## src/rtl/cursor_ctrl.sv

```systemverilog
// Player-side cursor and command initiator for the minesweeper cover board.
// Debounces six buttons, moves a wrapping cursor with auto-repeat, and issues open/flag commands.
module cursor_ctrl #(
    parameter int x_size       = 16,
    parameter int y_size       = 16,
    parameter int x_coord_bits = 4,
    parameter int y_coord_bits = 4,
    parameter int db_cycles    = 250000,
    parameter int repeat_delay = 25000000,
    parameter int repeat_rate  = 5000000,
    parameter int count_bits   = 9
) (
    input  logic                    clk,
    input  logic                    reset,
    input  logic                    btn_up,
    input  logic                    btn_down,
    input  logic                    btn_left,
    input  logic                    btn_right,
    input  logic                    btn_open,
    input  logic                    btn_flag,
    input  logic                    opened_cell,
    output logic [x_coord_bits-1:0] x_pos,
    output logic [x_coord_bits-1:0] x_coord,
    output logic [y_coord_bits-1:0] y_pos,
    output logic [y_coord_bits-1:0] y_coord,
    output logic                    open,
    output logic                    flag,
    output logic                    busy,
    output logic [count_bits-1:0]   cells_opened
);

    localparam int unsigned NBTN = 6;
    localparam int DB_W    = $clog2(db_cycles);
    localparam int RPT_MAX = (repeat_delay > repeat_rate) ? repeat_delay : repeat_rate;
    localparam int RPT_W   = $clog2(RPT_MAX + 1);
    localparam int CELLS   = x_size * y_size;
    localparam int INIT_W  = $clog2(CELLS + 2);

    localparam logic [x_coord_bits-1:0] X_LAST     = x_coord_bits'(x_size - 1);
    localparam logic [y_coord_bits-1:0] Y_LAST     = y_coord_bits'(y_size - 1);
    localparam logic [DB_W-1:0]         DB_LAST    = DB_W'(db_cycles - 1);
    localparam logic [RPT_W-1:0]        DELAY_LAST = RPT_W'(repeat_delay - 1);
    localparam logic [RPT_W-1:0]        RATE_LAST  = RPT_W'(repeat_rate - 1);
    localparam logic [INIT_W-1:0]       INIT_LAST  = INIT_W'(CELLS + 1);
    localparam logic [count_bits-1:0]   CNT_MAX    = count_bits'(CELLS);

    typedef enum logic [1:0] {
        S_INIT,
        S_IDLE,
        S_CMD,
        S_SETTLE
    } state_t;

    // Button order: up, down, left, right, open, flag (bit 0 = highest move priority)
    logic [NBTN-1:0] raw;
    logic [NBTN-1:0] sync1_q, sync2_q;
    logic [NBTN-1:0] db_lvl_q, db_lvl_d, db_prev_q;
    logic [NBTN-1:0] press;
    logic [DB_W-1:0] db_cnt_q [NBTN];
    logic [DB_W-1:0] db_cnt_d [NBTN];

    logic             held_v;
    logic [1:0]       held_dir;
    logic             rpt_v_q, rpt_v_d;
    logic [1:0]       rpt_dir_q, rpt_dir_d;
    logic [RPT_W-1:0] rpt_cnt_q, rpt_cnt_d;
    logic             rpt_phase_q, rpt_phase_d;
    logic             tick;
    logic [3:0]       rpt_req;
    logic [3:0]       mv;

    state_t                  state_q, state_d;
    logic [INIT_W-1:0]       init_cnt_q, init_cnt_d;
    logic                    settle_q, settle_d;
    logic                    cmd_flag_q, cmd_flag_d;
    logic [x_coord_bits-1:0] x_q, x_d;
    logic [y_coord_bits-1:0] y_q, y_d;
    logic [count_bits-1:0]   cnt_q, cnt_d;

    assign raw = {btn_flag, btn_open, btn_right, btn_left, btn_down, btn_up};

    always_comb begin
        for (int unsigned i = 0; i < NBTN; i++) begin
            db_cnt_d[i] = '0;
            db_lvl_d[i] = db_lvl_q[i];
            if (sync2_q[i] != db_lvl_q[i]) begin
                if (db_cnt_q[i] == DB_LAST) begin
                    db_lvl_d[i] = sync2_q[i];
                end else begin
                    db_cnt_d[i] = db_cnt_q[i] + 1'b1;
                end
            end
        end
    end

    assign press = db_lvl_q & ~db_prev_q;

    always_comb begin
        held_v   = |db_lvl_q[3:0];
        held_dir = 2'd0;
        if (db_lvl_q[0]) begin
            held_dir = 2'd0;
        end else if (db_lvl_q[1]) begin
            held_dir = 2'd1;
        end else if (db_lvl_q[2]) begin
            held_dir = 2'd2;
        end else if (db_lvl_q[3]) begin
            held_dir = 2'd3;
        end
    end

    // Timer restarts whenever the tracked direction appears, vanishes or changes
    always_comb begin
        rpt_v_d     = rpt_v_q;
        rpt_dir_d   = rpt_dir_q;
        rpt_cnt_d   = rpt_cnt_q;
        rpt_phase_d = rpt_phase_q;
        tick        = 1'b0;
        if (!held_v || !rpt_v_q || held_dir != rpt_dir_q) begin
            rpt_v_d     = held_v;
            rpt_dir_d   = held_dir;
            rpt_cnt_d   = '0;
            rpt_phase_d = 1'b0;
        end else if (rpt_cnt_q == (rpt_phase_q ? RATE_LAST : DELAY_LAST)) begin
            tick        = 1'b1;
            rpt_cnt_d   = '0;
            rpt_phase_d = 1'b1;
        end else begin
            rpt_cnt_d = rpt_cnt_q + 1'b1;
        end
    end

    assign rpt_req = tick ? (4'b0001 << rpt_dir_q) : '0;
    assign mv      = press[3:0] | rpt_req;

    always_comb begin
        state_d    = state_q;
        init_cnt_d = init_cnt_q;
        settle_d   = settle_q;
        cmd_flag_d = cmd_flag_q;
        x_d        = x_q;
        y_d        = y_q;
        unique case (state_q)
            S_INIT: begin
                init_cnt_d = init_cnt_q + 1'b1;
                if (init_cnt_q == INIT_LAST) begin
                    init_cnt_d = '0;
                    state_d    = S_IDLE;
                end
            end
            S_IDLE: begin
                if (press[5]) begin
                    cmd_flag_d = 1'b1;
                    state_d    = S_CMD;
                end else if (press[4]) begin
                    cmd_flag_d = 1'b0;
                    state_d    = S_CMD;
                end else if (mv[0]) begin
                    y_d = (y_q == '0) ? Y_LAST : y_q - 1'b1;
                end else if (mv[1]) begin
                    y_d = (y_q == Y_LAST) ? '0 : y_q + 1'b1;
                end else if (mv[2]) begin
                    x_d = (x_q == '0) ? X_LAST : x_q - 1'b1;
                end else if (mv[3]) begin
                    x_d = (x_q == X_LAST) ? '0 : x_q + 1'b1;
                end
            end
            S_CMD: begin
                settle_d = 1'b0;
                state_d  = S_SETTLE;
            end
            S_SETTLE: begin
                settle_d = 1'b1;
                if (settle_q) begin
                    state_d = S_IDLE;
                end
            end
            default: state_d = S_INIT;
        endcase
    end

    always_comb begin
        cnt_d = cnt_q;
        if (opened_cell && state_q != S_INIT && cnt_q != CNT_MAX) begin
            cnt_d = cnt_q + 1'b1;
        end
    end

    always_ff @(posedge clk or posedge reset) begin
        if (reset) begin
            sync1_q     <= '0;
            sync2_q     <= '0;
            db_lvl_q    <= '0;
            db_prev_q   <= '0;
            for (int unsigned i = 0; i < NBTN; i++) begin
                db_cnt_q[i] <= '0;
            end
            rpt_v_q     <= 1'b0;
            rpt_dir_q   <= '0;
            rpt_cnt_q   <= '0;
            rpt_phase_q <= 1'b0;
            state_q     <= S_INIT;
            init_cnt_q  <= '0;
            settle_q    <= 1'b0;
            cmd_flag_q  <= 1'b0;
            x_q         <= '0;
            y_q         <= '0;
            cnt_q       <= '0;
        end else begin
            sync1_q     <= raw;
            sync2_q     <= sync1_q;
            db_lvl_q    <= db_lvl_d;
            db_prev_q   <= db_lvl_q;
            for (int unsigned i = 0; i < NBTN; i++) begin
                db_cnt_q[i] <= db_cnt_d[i];
            end
            rpt_v_q     <= rpt_v_d;
            rpt_dir_q   <= rpt_dir_d;
            rpt_cnt_q   <= rpt_cnt_d;
            rpt_phase_q <= rpt_phase_d;
            state_q     <= state_d;
            init_cnt_q  <= init_cnt_d;
            settle_q    <= settle_d;
            cmd_flag_q  <= cmd_flag_d;
            x_q         <= x_d;
            y_q         <= y_d;
            cnt_q       <= cnt_d;
        end
    end

    assign x_pos        = x_q;
    assign x_coord      = x_q;
    assign y_pos        = y_q;
    assign y_coord      = y_q;
    assign open         = (state_q == S_CMD) && !cmd_flag_q;
    assign flag         = (state_q == S_CMD) && cmd_flag_q;
    assign busy         = (state_q != S_IDLE);
    assign cells_opened = cnt_q;

endmodule

```

## config.mk

```make
export PLATFORM = sky130hd
export DESIGN_NAME = cursor_ctrl
export DESIGN_NICKNAME = d
export VERILOG_FILES = /design/src/rtl/cursor_ctrl.sv
export SDC_FILE = /design/constraint.sdc
export NUM_CORES = 1
export LEC_CHECK = 0
export BUFFER_PORTS_ARGS = -buffer_cell sky130_fd_sc_hd__buf_4
export CAP_MARGIN = 20
export CORE_MARGIN = 2
export CORE_UTILIZATION = 60
export DETAILED_ROUTE_END_ITERATION = 16
export GPL_ROUTABILITY_DRIVEN = 0
export GPL_TIMING_DRIVEN = 0
export HOLD_SLACK_MARGIN = 0.02
export PLACE_DENSITY = 0.84
export SLEW_MARGIN = 20
export SYNTH_ARGS = -nofsm -noshare
export SYNTH_HDL_FRONTEND = slang
export SYNTH_SLANG_ARGS = --single-unit
```

## constraint.sdc

```tcl
create_clock -name clk -period 8.56 [get_ports clk]
set_clock_uncertainty 0.1 [all_clocks]
set_input_delay 1.712 -clock clk [delete_from_list [all_inputs] [get_ports clk]]
set_output_delay 1.712 -clock clk [all_outputs]
set_load 0.02 [all_outputs]
```

; ---- Word level (Yosys, flattened, before mapping)
; Cells that the tools add are included.
[word_totals]
out_inout_bits = 28
in_bits = 9
reg_bits = 191
[op_classes]
muxes = 41
bitwise_logic = 7
addsub = 13
eq_ne = 25
n_reduce_logical = 29
shift = 1
[ops]
columns = operator, count
row1 = two-way mux 18 bit, 12
row2 = "adder 18 x 1 -> 18 bit, second input constant", 6
row3 = "equality test 18 bit, second input constant", 6
row4 = two-way mux 25 bit, 3
row5 = two-way mux 4 bit, 9
row6 = "adder 25 x 1 -> 25 bit, second input constant", 1
row7 = equality test 25 bit, 1
row8 = "adder 9 x 1 -> 9 bit, second input constant", 2
row9 = two-way mux 2 bit, 8
row10 = AND reduction 2 bit, 7
row11 = nonzero test 2 bit, 6
row12 = "equality test 9 bit, second input constant", 1
row13 = two-way mux 9 bit, 1
row14 = "!= test 9 bit, second input constant", 1
row15 = "adder 4 x 1 -> 4 bit, second input constant", 2
row16 = "equality test 4 bit, second input constant", 2
row17 = zero test 4 bit, 2
row18 = case mux 2 bit (4 select lines), 1
row19 = "subtractor 4 x 1 -> 4 bit, second input constant", 2
row20 = bitwise AND 6 bit, 1
row21 = two-way mux 1 bit, 6
row22 = != test 1 bit, 6
row23 = NOT 6 bit, 1
row24 = AND reduction 6 bit, 1
row25 = 17 further kinds, 28

; ---- Depth between registers and ports, before layout
[depth]
depth_word = 11
mapped_depth = 9

; ---- Worst setup path after synthesis
; No wires, ideal clock.
[synth_path]
kind = register -> output
startpoint = register state_q[0]
endpoint = output open
arrival_time_ps = 984
path_buffers = 0
slack_ps = 5764
stages_incl_launch_ff = 4
path_cell_list = dfrtp_1 > inv_1 > ha_1 > nor2b_1
[synth_via]
elab_chain_cells = 2
[synth_rtl]
columns = item, line_no
row1 = "start, declared", 72  ; state_t state_q, state_d;
row2 = "start signal, assigned", 221  ; state_q <= state_d;
row3 = equality test 2 bit, 235  ; assign open = (state_q == S_CMD) && !cmd_flag_q;
row4 = logical AND 1 bit, 235
row5 = "end, declared", 26  ; output logic open,
; Every way passes these cells.

; ---- Final worst setup path
[layout_path]
startpoint = register state_q[0]
endpoint = output flag
[layout_via]
elab_chain_cells = 2
[layout_rtl]
columns = item, line_no
row1 = equality test 2 bit, 236  ; assign flag = (state_q == S_CMD) && cmd_flag_q;
row2 = logical AND 1 bit, 236
row3 = "end, declared", 27  ; output logic flag,
; Every way passes these cells.

==> flow_metrics.tcl <==
set metrics [dict create \
    drcViolationCount 0 \
    place_ws_ns 5.675 \
    slowest_stage "dfrtp_1" \
    start_util_pct 61.94 \
    netlist_top_cells_area "dfrtp_1, nor2_1, xor2_1" \
    cp_data_required_time_ns 6.75 \
    first_iter_violations 429 \
    track_usage_pct 21.91 \
    antenna_cells 0 \
    ctsHoldBuffers 0 \
    period_needed_ns 3.283 \
    max_freq_ghz 0.3046 \
    insertion_delay_ns 0.43 \
    ys.flop_type "dfrtp_1" \
    worst_path_largest_cell_delay_ns 0.43 \
    maxCapViolCount 0 \
    path_buf_inv 2 \
    finalSetupViolCount 0 \
    design_area_um2 10160 \
    dieArea_um2 16120 \
    synth_xor_area_share_pct 13.13 \
    synthCells 897 \
    dp_cells 1118 \
    yosysUniqueCellTypes 55 \
    wire_per_inst_um 14.43 \
    syn_area_per_cell_um2 10.11 \
    syn_nets 928 \
    clk_pin_slew_ns 0.07 \
    post_cts_buffers 0 \
    grt_pass1_wl_mm 28.79 \
    rows 44 \
    numCtsBuffers 17 \
    yosysTopAreaCellShare_pct 52.69 \
    grt_pass1_vias 6255 \
    synth_fa_ha_area_share_pct 3.034 \
    placed_cell_area_um2 9607 \
    fin_cells 1150 \
    worst_pin_slew_ns 0.8591 \
    yosys.area.top_type "dfrtp_1" \
    status "finished, final reports clean" \
    yosys.area_share.simple_pct 22.48 \
    netlist_area_um2 9071 \
    rsz0062_at_grt "false" \
    synth_edf_count 0 \
    grt_antenna_before_repair 0 \
    cp_max_fo 5 \
    grt_start_max_net_pins 100 \
    p_leak_nw 4.486 \
    die_h_um 127.0 \
    synthToLayoutAreaGrowth_pct 12.04 \
    timing.final.crit_share_pct 38.35 \
    ys_seq_area_share_pct 52.69 \
    cts-root-buf "clkbuf_16" \
    cts_tree "yes" \
    power.total_mw 1.713 \
    yosysMostFrequentCell "dfrtp_1" \
    hold_viol_final 0 \
    async_flop_share_pct 100.0 \
    dp_hpwl_mm 10.96 \
    worst_slack_ns 5.277 \
    ios 37 \
    cts_sinks 191 \
    hold_class "flip-flop to flip-flop" \
    wl_mm 16.60 \
    drtAntennaViolNets 0 \
    peakVddDrop_v 0.0001406 \
    die_x_um 127.0 \
    synth_compound_area_share_pct 4.828 \
    numPortBuffers 36 \
    nNetsFinal 984 \
    ys_warn_count 0 \
    synth.area.mux_share_pct 1.214 \
    h-tree-depth 4 \
    slew_violations 0 \
    firstDrtPassIters 6 \
    final_layout_size_suffix_gt1_share_pct 9.834 \
    synth_seq_cells 191 \
    cts_buffer_depth 2 \
    cts_resized 0 \
    maxSlewHeadroom_pct 42.20 \
    start_kind "flip-flop" \
    powerDensity_nw_per_um2 168.5 \
    critPathCaptureType "output port" \
    crit_family "flip-flops" \
    cp.arrival_ns 1.47 \
    vias 6485 \
    via_per_inst 5.639 \
    synth_top_family_by_area "simple AND/OR/NAND/NOR gates" \
    crit_type "flip-flop to output port" \
    whs_ns 0.2492 \
    crit_chain "inv_1 -> ha_1 -> and2_1 -> buf_4" \
    grt_overflow_total 0 \
    fp.coreArea_um2 14640 \
    synth.cells.most_frequent "dfrtp_1, nor2_1, xor2_1" \
]
[cells by family (layout without fill, tap and decap cells)]
family / count (synthesis) / count (layout)
AOI/OAI and AO/OA: 65 / 65
adders and majority gates: 22 / 22
muxes: 10 / 10
xor gates and xnor gates: 136 / 136
DFF: 191 / 191
buffers and inverters: 55 / 124
and+or+nand+nor: 418 / 418
[power by group]
part / leakage (nW) / switching [mW] / internal [mW]
combinational: 1.61 / 0.0324 / 0.0124
sequential: 2.60 / 0.00727 / 0.912
clock: 0.274 / 0.339 / 0.409
total: 4.49 / 0.379 / 1.33
[per-layer routing]
metal,wire length [um],share of wire (%),track usage (%),vias up
met5,0,0,0,-
met1,7588,46,29.74,3206
li1,-,-,-,3132
met2,8205,49,35.90,123
met3,519,3.1,4.091,24
met4,286,1.7,7.498,0
[stage by stage]
step	TNS [ns]	util (%)
after global placement	-67.87	65.36
after detailed placement	0	65.60
after CTS	0	69.40
after floorplan	0	-
after global routing	0	69.40
final	0	69.40
[cell type report]
cell class                      count  area (um^2)
Multi-Input combinational cell    651         4054
Fill cell                        1065         4481
Timing Repair Buffer               37        297.8
Clock inverter                     13        113.9
Clock buffer                       19        442.9
Sequential cell                   191         4780
Buffer                             24        121.4
Tap cell                          184        230.2
Inverter                           31        123.9
[registers in the layout, summed over array words and instances, names as in the netlist]
name / cells
db_cnt_q: 108
sync2_q: 6
rpt_cnt_q: 25
cells_opened: 9
db_prev_q: 6
state_q: 2
db_lvl_q: 6
settle_q: 1
sync1_q: 6
rpt_phase_q: 1
y_coord: 4
cmd_flag_q: 1
x_coord: 4
rpt_dir_q: 2
rpt_v_q: 1
init_cnt_q: 9
[cell usage in the layout (no fill, tap or decap), drive strengths merged, types with 2 or more instances in the layout]
cell type	instances
clkbuf	34
nand2b	14
and4	5
xor2	72
nand2	55
clkinvlp	2
or3	7
o22ai	2
mux2	8
or4	4
mux2i	2
nand4b	2
a31oi	2
nor3b	2
o41ai	2
nor4b	7
ha	22
inv	34
or2	2
o21bai	2
o31ai	5
nor2b	4
and2	2
nand4	17
a21oi	17
nor4bb	3
xnor2	64
dfrtp	191
buf	46
nand3	69
nor3	16
and3	22
nor2	168
nor4	15
clkinv	7
a41oi	2
o21ai	26
[path summary, 6_finish.rpt]
kind                            depth (start not counted)           end     startpoint  slack, ns
max in group asynchronous                               3  db_cnt_q[59]          reset       6.21
worst min-delay path                                    0    sync2_q[1]     sync1_q[1]       0.25
worst max register to register                          6    x_coord[3]  rpt_cnt_q[10]       5.80
worst max-delay path                                    4          flag     state_q[0]       5.28
worst min register to register                          0    sync2_q[1]     sync1_q[1]       0.25
min in group asynchronous                               2    sync2_q[5]          reset       1.29
Note: power is estimated with default switching activity, not from simulation.
